`src/rtl/acs_stage2.sv`:
```
// Add-compare-select stage of a rate-1/2, K=3 (7,5) Viterbi decoder.
// Keeps four modulo path metrics and emits per-state survivor bits plus the best state.
module acs_stage2 #(
  parameter int PM_W     = 12,
  parameter int INIT_PEN = 256,
  parameter int CNT_W    = 16
) (
  input  logic             clk,
  input  logic             rst,
  input  logic             start,
  input  logic             in_valid,
  input  logic [7:0]       d1_in,
  input  logic [7:0]       d2_in,
  input  logic [7:0]       d3_in,
  input  logic [7:0]       d4_in,
  output logic             out_valid,
  output logic [3:0]       dec_out,
  output logic [PM_W-1:0]  pm0_out,
  output logic [PM_W-1:0]  pm1_out,
  output logic [PM_W-1:0]  pm2_out,
  output logic [PM_W-1:0]  pm3_out,
  output logic [1:0]       best_state,
  output logic [CNT_W-1:0] step_cnt
);

  localparam logic [0:0]      IDLE    = 1'b0;
  localparam logic [0:0]      RUN     = 1'b1;
  localparam logic [PM_W-1:0] PM_ZERO = {PM_W{1'b0}};
  localparam logic [PM_W-1:0] INIT_M  = PM_W'(-INIT_PEN);

  function automatic logic [PM_W-1:0] sm_to_pm(input logic [7:0] d);
    logic [8:0] mag9;
    logic [8:0] v9;
    mag9 = {2'b00, d[6:0]};
    if (d[7]) v9 = 9'd0 - mag9;
    else      v9 = mag9;
    return {{(PM_W-9){v9[8]}}, v9};
  endfunction

  // Modulo compare: a beats b when a-b, read in PM_W bits, is positive and nonzero.
  function automatic logic pm_gt(input logic [PM_W-1:0] a, input logic [PM_W-1:0] b);
    logic [PM_W-1:0] diff;
    diff = a - b;
    return (diff[PM_W-1] == 1'b0) && (diff != PM_ZERO);
  endfunction

  logic [0:0]       state_r;
  logic [PM_W-1:0]  pm_r    [4];
  logic [3:0]       dec_r;
  logic [1:0]       best_r;
  logic             out_valid_r;
  logic [CNT_W-1:0] cnt_r;

  logic [PM_W-1:0]  base_s  [4];
  logic [PM_W-1:0]  cand0_s [4];
  logic [PM_W-1:0]  cand1_s [4];
  logic [PM_W-1:0]  new_s   [4];
  logic [PM_W-1:0]  bm00_s, bm11_s, bm01_s, bm10_s;
  logic [3:0]       dec_s;
  logic [1:0]       best_s;
  logic [CNT_W-1:0] cnt_s;

  // Branch metric conversion, butterfly ACS, argmax and counter next-state.
  always_comb begin
    if (start || (state_r == IDLE)) begin
      base_s[0] = PM_ZERO;
      base_s[1] = INIT_M;
      base_s[2] = INIT_M;
      base_s[3] = INIT_M;
    end else begin
      for (int i = 0; i < 4; i++) base_s[i] = pm_r[i];
    end

    bm00_s = sm_to_pm(d1_in);
    bm11_s = sm_to_pm(d2_in);
    bm01_s = sm_to_pm(d3_in);
    bm10_s = sm_to_pm(d4_in);

    // Index = new state; cand0 comes from predecessor {n[0],0}, cand1 from {n[0],1}.
    cand0_s[0] = base_s[0] + bm00_s;
    cand1_s[0] = base_s[1] + bm11_s;
    cand0_s[2] = base_s[0] + bm11_s;
    cand1_s[2] = base_s[1] + bm00_s;
    cand0_s[1] = base_s[2] + bm10_s;
    cand1_s[1] = base_s[3] + bm01_s;
    cand0_s[3] = base_s[2] + bm01_s;
    cand1_s[3] = base_s[3] + bm10_s;

    for (int i = 0; i < 4; i++) begin
      dec_s[i] = pm_gt(cand1_s[i], cand0_s[i]);
      new_s[i] = dec_s[i] ? cand1_s[i] : cand0_s[i];
    end

    best_s = 2'd0;
    for (int i = 1; i < 4; i++) begin
      if (pm_gt(new_s[i], new_s[best_s])) best_s = 2'(i);
      else                                best_s = best_s;
    end

    if (start) begin
      cnt_s = in_valid ? {{(CNT_W-1){1'b0}}, 1'b1} : {CNT_W{1'b0}};
    end else if (in_valid && (cnt_r != {CNT_W{1'b1}})) begin
      cnt_s = cnt_r + {{(CNT_W-1){1'b0}}, 1'b1};
    end else begin
      cnt_s = cnt_r;
    end
  end

  // Registered metrics, decisions, FSM and step counter.
  always_ff @(posedge clk or posedge rst) begin
    if (rst) begin
      state_r     <= IDLE;
      pm_r[0]     <= PM_ZERO;
      pm_r[1]     <= INIT_M;
      pm_r[2]     <= INIT_M;
      pm_r[3]     <= INIT_M;
      dec_r       <= 4'b0000;
      best_r      <= 2'd0;
      out_valid_r <= 1'b0;
      cnt_r       <= {CNT_W{1'b0}};
    end else begin
      case (state_r)
        IDLE:    state_r <= (start || in_valid) ? RUN : IDLE;
        RUN:     state_r <= RUN;
        default: state_r <= IDLE;
      endcase
      out_valid_r <= in_valid;
      cnt_r       <= cnt_s;
      if (in_valid) begin
        for (int i = 0; i < 4; i++) pm_r[i] <= new_s[i];
        dec_r  <= dec_s;
        best_r <= best_s;
      end else if (start) begin
        for (int i = 0; i < 4; i++) pm_r[i] <= base_s[i];
        dec_r  <= 4'b0000;
        best_r <= 2'd0;
      end else begin
        for (int i = 0; i < 4; i++) pm_r[i] <= pm_r[i];
        dec_r  <= dec_r;
        best_r <= best_r;
      end
    end
  end

  assign out_valid  = out_valid_r;
  assign dec_out    = dec_r;
  assign pm0_out    = pm_r[0];
  assign pm1_out    = pm_r[1];
  assign pm2_out    = pm_r[2];
  assign pm3_out    = pm_r[3];
  assign best_state = best_r;
  assign step_cnt   = cnt_r;

endmodule

```
`config.mk`:
```
export PLATFORM = sky130hd
export DESIGN_NAME = acs_stage2
export DESIGN_NICKNAME = d
export VERILOG_FILES = /design/src/rtl/acs_stage2.sv
export SDC_FILE = /design/constraint.sdc
export NUM_CORES = 1
export LEC_CHECK = 0
export ABC_AREA = 1
export BUFFER_PORTS_ARGS = -buffer_cell sky130_fd_sc_hd__buf_2
export CAP_MARGIN = 10
export CORE_ASPECT_RATIO = 0.75
export CORE_MARGIN = 2
export CORE_UTILIZATION = 60
export CTS_CLUSTER_DIAMETER = 100
export DETAILED_ROUTE_END_ITERATION = 10
export HOLD_SLACK_MARGIN = 0.03
export PLACE_DENSITY = 0.8
export SKIP_LAST_GASP = 1
export SLEW_MARGIN = 20
export SYNTH_ARGS = -nofsm -noshare
export SYNTH_HDL_FRONTEND = slang
export SYNTH_SLANG_ARGS = --single-unit
```
`constraint.sdc`:
```
create_clock -name clk -period 15.3 [get_ports clk]
set_input_delay 1.53 -clock clk [delete_from_list [all_inputs] [get_ports clk]]
set_output_delay 1.53 -clock clk [all_outputs]
set_load 0.01 [all_outputs]
```
# Word level (Yosys, flattened, before mapping)
# Index checks and enable logic that the tools add are counted.
[op_classes] n_lt_le_gt_ge=2 addsub=20 bitwise_logic=10 n_eq_ne=1 n_mux=29 reduce_logical=19
[ops] cell="48-bit two-way mux" n=3
[ops] cell="12-bit adder" n=8
[ops] cell="12-bit two-way mux" n=8
[ops] cell="12-bit nonzero test" n=7
[ops] cell="12-bit subtractor" n=7
[ops] cell="12-bit binary-select mux with 2-bit select" n=2
[ops] cell="9-bit two-way mux" n=4
[ops] cell="16-bit two-way mux" n=2
[ops] cell="1-bit by 7-bit subtractor with 8-bit output (first input constant)" n=4
[ops] cell="16-bit by 1-bit adder with 16-bit output (second input constant)" n=1
[ops] cell="16-bit inequality test (second input constant)" n=1
[ops] cell="1-bit logical AND" n=8
[ops] cell="2-bit two-way mux" n=4
[ops] cell="4-bit two-way mux" n=2
[ops] cell="1-bit NOT" n=8
[ops] cell="3-bit greater-or-equal comparator (second input constant)" n=2
[ops] cell="2-bit NOT with 3-bit output" n=2
[ops] cell="2-bit nonzero test" n=2
[ops] cell="1-bit two-way mux" n=3
[ops] cell="1-bit logical OR" n=2
[ops] cell="1-bit one-hot mux with 2 select lines" n=1
[word_totals] out_inout_bits=71 inputBits=36 reg_bits=72

# Depth between registers and ports, before layout
[logic_depth] ltp_word=29 ltp_mapped=88 mapped_depth_nobuf=86

# Least setup slack after synthesis
# Ideal clock, no wire load.
[synth_path] path_type="input to register" start="input start" end="register best_r[1], in the netlist best_state[1]" setup_ns=0.066 path_slack_ns=3.204 path_stages=74 arrival_time_ns=12.030 path_buffers=6 cell_sequence="buf_6 -> nor2_4 -> inv_2 -> buf_6 -> clkbuf_1 -> nor2_1 -> ha_1 -> fa_1 -> nand3_1 -> nand2_1 -> a21oi_1 -> xor2_1 -> ha_1 -> a21o_1 -> a31oi_1 -> nand2_1 -> a21oi_1 -> nand2_1 -> (+38 left out) -> ha_1 -> fa_1 -> nand3b_1 -> and2_1 -> inv_1 -> a21oi_1 -> nor2_1 -> nor2_1 -> o21ai_0 -> a21oi_1 -> o21ai_0 -> inv_1 -> or2_2 -> nand3_1 -> nand3_1 -> nand2_1 -> nand2_1 -> nand2_1"
[synth_between] elab_chain_len=28 word_cells_on_any_way=55 cone_classes="15 x add/sub; 15 x mux; 9 x bitwise; 16 x reduce/logical"
[synth_lines] item="start: declaration" line_no="10" rtl="input logic start,"
[synth_lines] item="1-bit logical OR" line_no="65" rtl="if (start || (state_r == IDLE)) begin"
[synth_lines] item="48-bit two-way mux" line_no="65"
[synth_lines] item="12-bit adder, on equally long branches"
[synth_lines] item="12-bit subtractor" line_no="43" rtl="diff = a - b;"
[synth_lines] item="12-bit nonzero test or 1-bit NOT (tied branches)" line_no="44" rtl="return (diff[PM_W-1] == 1'b0) && (diff != PM_ZERO);"
[synth_lines] item="1-bit logical AND" line_no="44"
[synth_lines] item="12-bit two-way mux" line_no="91" rtl="new_s[i] = dec_s[i] ? cand1_s[i] : cand0_s[i];"
[synth_lines] item="12-bit subtractor" line_no="43"
[synth_lines] item="(+11 left out)"
[synth_lines] item="2-bit NOT with 3-bit output (not written as such)" line_no="96" rtl="if (pm_gt(new_s[i], new_s[best_s])) best_s = 2'(i);"
[synth_lines] item="12-bit binary-select mux with 2-bit select" line_no="96"
[synth_lines] item="12-bit two-way mux (not written as such) (2 in a row)" line_no="96"
[synth_lines] item="12-bit subtractor" line_no="43"
[synth_lines] item="12-bit nonzero test or 1-bit NOT (tied branches)" line_no="44"
[synth_lines] item="1-bit logical AND" line_no="44"
[synth_lines] item="2-bit two-way mux" line_no="96"
[synth_lines] item="2-bit two-way mux" line_no="129" rtl="if (in_valid) begin"
[synth_lines] item="end signal: assignment" line_no="132" rtl="best_r <= best_s;"
[synth_lines] item="end signal: assignment" line_no="140" rtl="best_r <= best_r;"
[synth_lines] item="end: declaration" line_no="50" rtl="logic [1:0] best_r;"
# Several ways; a longest one is shown, not always the timed one. The select of a mux whose other input is x is not followed.
# A chain may end at the register's enable or synchronous reset.

# Worst setup path after layout
[layout_path] start="input d4_in[0]" end="register best_r[1], in the netlist best_state[1]"
[layout_between] elab_chain_len=28 word_cells_on_any_way=38 cone_classes="8 x add/sub; 13 x mux; 7 x bitwise; 10 x reduce/logical"
[layout_lines] item="start: declaration" line_no="15" rtl="input logic [7:0] d4_in,"
[layout_lines] item="1-bit by 7-bit subtractor with 8-bit output" line_no="35" rtl="if (d[7]) v9 = 9'd0 - mag9;"
[layout_lines] item="9-bit two-way mux *" line_no="35"
[layout_lines] item="12-bit adder" line_no="84" rtl="cand0_s[1] = base_s[2] + bm10_s;"
[layout_lines] item="12-bit subtractor" line_no="43"
[layout_lines] item="12-bit nonzero test or 1-bit NOT (tied branches)" line_no="44"
[layout_lines] item="1-bit logical AND" line_no="44"
[layout_lines] item="12-bit two-way mux" line_no="91"
[layout_lines] item="12-bit subtractor" line_no="43"
[layout_lines] item="(+11 left out)"
[layout_lines] item="2-bit NOT with 3-bit output (not written as such)" line_no="96"
[layout_lines] item="12-bit binary-select mux with 2-bit select" line_no="96"
[layout_lines] item="12-bit two-way mux (not written as such) (2 in a row)" line_no="96"
[layout_lines] item="12-bit subtractor" line_no="43"
[layout_lines] item="12-bit nonzero test or 1-bit NOT (tied branches)" line_no="44"
[layout_lines] item="1-bit logical AND" line_no="44"
[layout_lines] item="2-bit two-way mux *" line_no="96"
[layout_lines] item="2-bit two-way mux *" line_no="129"
# Mark *: on every way between the ends. The rest lies on a longest branch, timed or not. The select of a mux whose other input is x is not followed.

==> metrics.cfg <==
[worst_setup_path]
required_ns=15.55
worstRegToRegCells=72
crit_type=input port to flip-flop
end_kind=flip-flop
cp_num_buf_inv=11
critPathTopFamily=compound AO/OA/AOI/OAI gates
startpoint_type=input port
cp.arrival_ns=14.14
cp_num_cells=74
worstPathMaxFanout=24
cpMostUsedCell=nand2_1
slowest_delay_ns=0.53
slowest_stage=xor2_1

[route]
ant_nets=0
dr.pass1.iters=6
num_vias=12700
drtIter0Drc=1371
vias_per_cell=5.70
drc=0
wl_per_cell_um=16.5
finalWirelength_mm=36.7

[place]
portBuffers=106
hpwlAfterDp_mm=30.3
gp_congestion=1.00
dpl_cell_area_um2=13000

[grt]
antenna_found_initial=0
grtUsageTotal_pct=33.8
grt_pass1_wl_mm=57.4
grt_pass1_vias=11100
grt_start_max_net_pins=73
overflow=0

[logic_synthesis]
syn_nets=2094
yosysSeqAreaShare_pct=14.9
syn_area_um2=12200
netlist_instances=1867
synth_area_per_cell_um2=6.55
synthArstFlopShare_pct=100
netlist.area_leader.share_pct=18.0
ys_top_cells_by_count=426 x nand2_1, 305 x inv_1, 176 x ha_1, 142 x o21ai_0, 132 x a21oi_1
synth.distinct_cells=51
synth_edf_count=0
synth_top_area_cell=ha_1
yosysMostFrequentCell=nand2_1
synth_ff_type=dfrtp_1
yosys-top-cells-area=ha_1 18%, nand2_1 13%, dfrtp_1 12%
synth_seq_cells=72
yosys_warnings=0

[floorplanning]
start_util_pct=60.8
row_count=45
die_w_um=169
die-area_um2=21500
ios=107
core_um2=20100
die_h_um=128

[min_path]
min_path_type=flip-flop to flip-flop
min_path_cells=1

[finish]
drive_gt1_share_pct=10.8
nFillCells=1788
fin_nets=2187
finish.instance_area_um2=13300
area_growth_pct=8.77
diodes=0

[clocking]
cts_tree=yes
post-cts-setup-buffer-count=0
clock_sinks=72
h-tree-depth=3
cts_hold_repair.buffers=0
clk_pin_slew_ns=0.07
clock_latency_ns=0.36
cts_inserted_buffers=9
root_buffer=clkbuf_16
clk_path_buf_depth=2

[timing]
fin_setup_tns_ns=0
relSlewSlack_pct=32.3
slew_viol_final=0
setup_violations=0
hold_viol=0
fmax_ghz=0.0720
fin_crit_sh_pct=90.8
timing.hold.ws_ns=0.484
skew_ns=0.0100
min_period_ns=13.89
rsz0062_at_grt=no
tightest_slew_ns=1.01

[run_status]
status=completed

[job]
drv_cap=0

-- flip-flops by register name, summed over array words and instances, names as in the netlist --
| register | count |
|---|---|
| pm0_out | 12 |
| best_state | 2 |
| pm3_out | 12 |
| pm1_out | 12 |
| dec_out | 4 |
| out_valid | 1 |
| pm2_out | 12 |
| step_cnt | 16 |
| state_r | 1 |
-- routing by layer --
layer	track usage, %	share of wire (%)	vias up
li1	-	-	6271
met1	50.3	47	5702
met2	45.7	38	643
met3	12.4	14	50
met4	7.76	1.8	0
met5	0	0	-
-- timing repair --
item / in CTS / in global routing
gates resized for setup: 0 / 1
endpoints found under the hold margin: 0 / 0
endpoints found under the setup margin: 0 / 2
-- worst paths after layout --
path                                               from                         to  slack, ns
worst min-delay path            step_cnt[3]$_DFFE_PP0P_    step_cnt[3]$_DFFE_PP0P_       0.48
worst min register to register  step_cnt[3]$_DFFE_PP0P_    step_cnt[3]$_DFFE_PP0P_       0.48
max in group asynchronous                           rst     pm1_out[2]$_DFFE_PP0P_      13.20
worst max-delay path                           d4_in[0]  best_state[1]$_DFFE_PP0P_       1.41
worst max register to register        state_r$_DFF_PP0_  best_state[1]$_DFFE_PP0P_       2.37
min in group asynchronous                           rst     pm3_out[7]$_DFFE_PP0P_       1.48
-- layout make-up --
| class | instances | area, µm² | share of cell area [%] |
|---|---|---|---|
| Clock inverter | 7 | 75.1 | 0.565 |
| Sequential cell | 72 | 1820 | 13.7 |
| Inverter | 317 | 1190 | 8.96 |
| Timing Repair Buffer | 114 | 591 | 4.44 |
| Multi-Input combinational cell | 1446 | 9080 | 68.3 |
| Tap cell | 258 | 323 | 2.43 |
| Clock buffer | 9 | 225 | 1.69 |
-- placed cells by master, fill, tap and decap left out, types with 5 or more instances in the layout --
| master | instances |
|---|---|
| nor3_1 | 22 |
| buf_2 | 106 |
| o21ai_0 | 141 |
| dfstp_2 | 12 |
| nand2_1 | 426 |
| nor2_1 | 113 |
| a21o_1 | 8 |
| fa_1 | 15 |
| dfrtp_1 | 60 |
| inv_2 | 9 |
| buf_4 | 8 |
| xor2_1 | 94 |
| ha_1 | 176 |
| clkbuf_16 | 9 |
| o31ai_1 | 7 |
| a21oi_1 | 132 |
| nand3b_1 | 5 |
| nand2_2 | 24 |
| inv_1 | 304 |
| o21ai_1 | 16 |
| xnor2_1 | 49 |
| nand4_1 | 21 |
| o22ai_1 | 28 |
| or2_2 | 14 |
| a31oi_1 | 10 |
| nand3_1 | 86 |
| o21bai_1 | 17 |
| nand3_2 | 7 |
-- stage by stage --
step	util (%)	instances	setup WS, ns
2_1_floorplan	-	1867	3.20
3_3_place_gp	64.7	2207	1.43
3_5_place_dp	64.7	2207	1.27
4_1_cts	66.2	2223	1.58
5_1_grt	66.2	2223	0.0652
6_report	66.2	2223	1.41
-- kinds of logic after synthesis --
| kind of cell | share of synthesized area, % |
|---|---|
| flops | 14.9 |
| xor+xnor | 10.5 |
| buf+inv | 10.9 |
| simple gates | 26.4 |
| fa+ha+maj | 20.5 |
| compound gates | 16.8 |
Power is not shown: default switching activity piles up to over one toggle a cycle in this logic, so the estimate is an artifact.
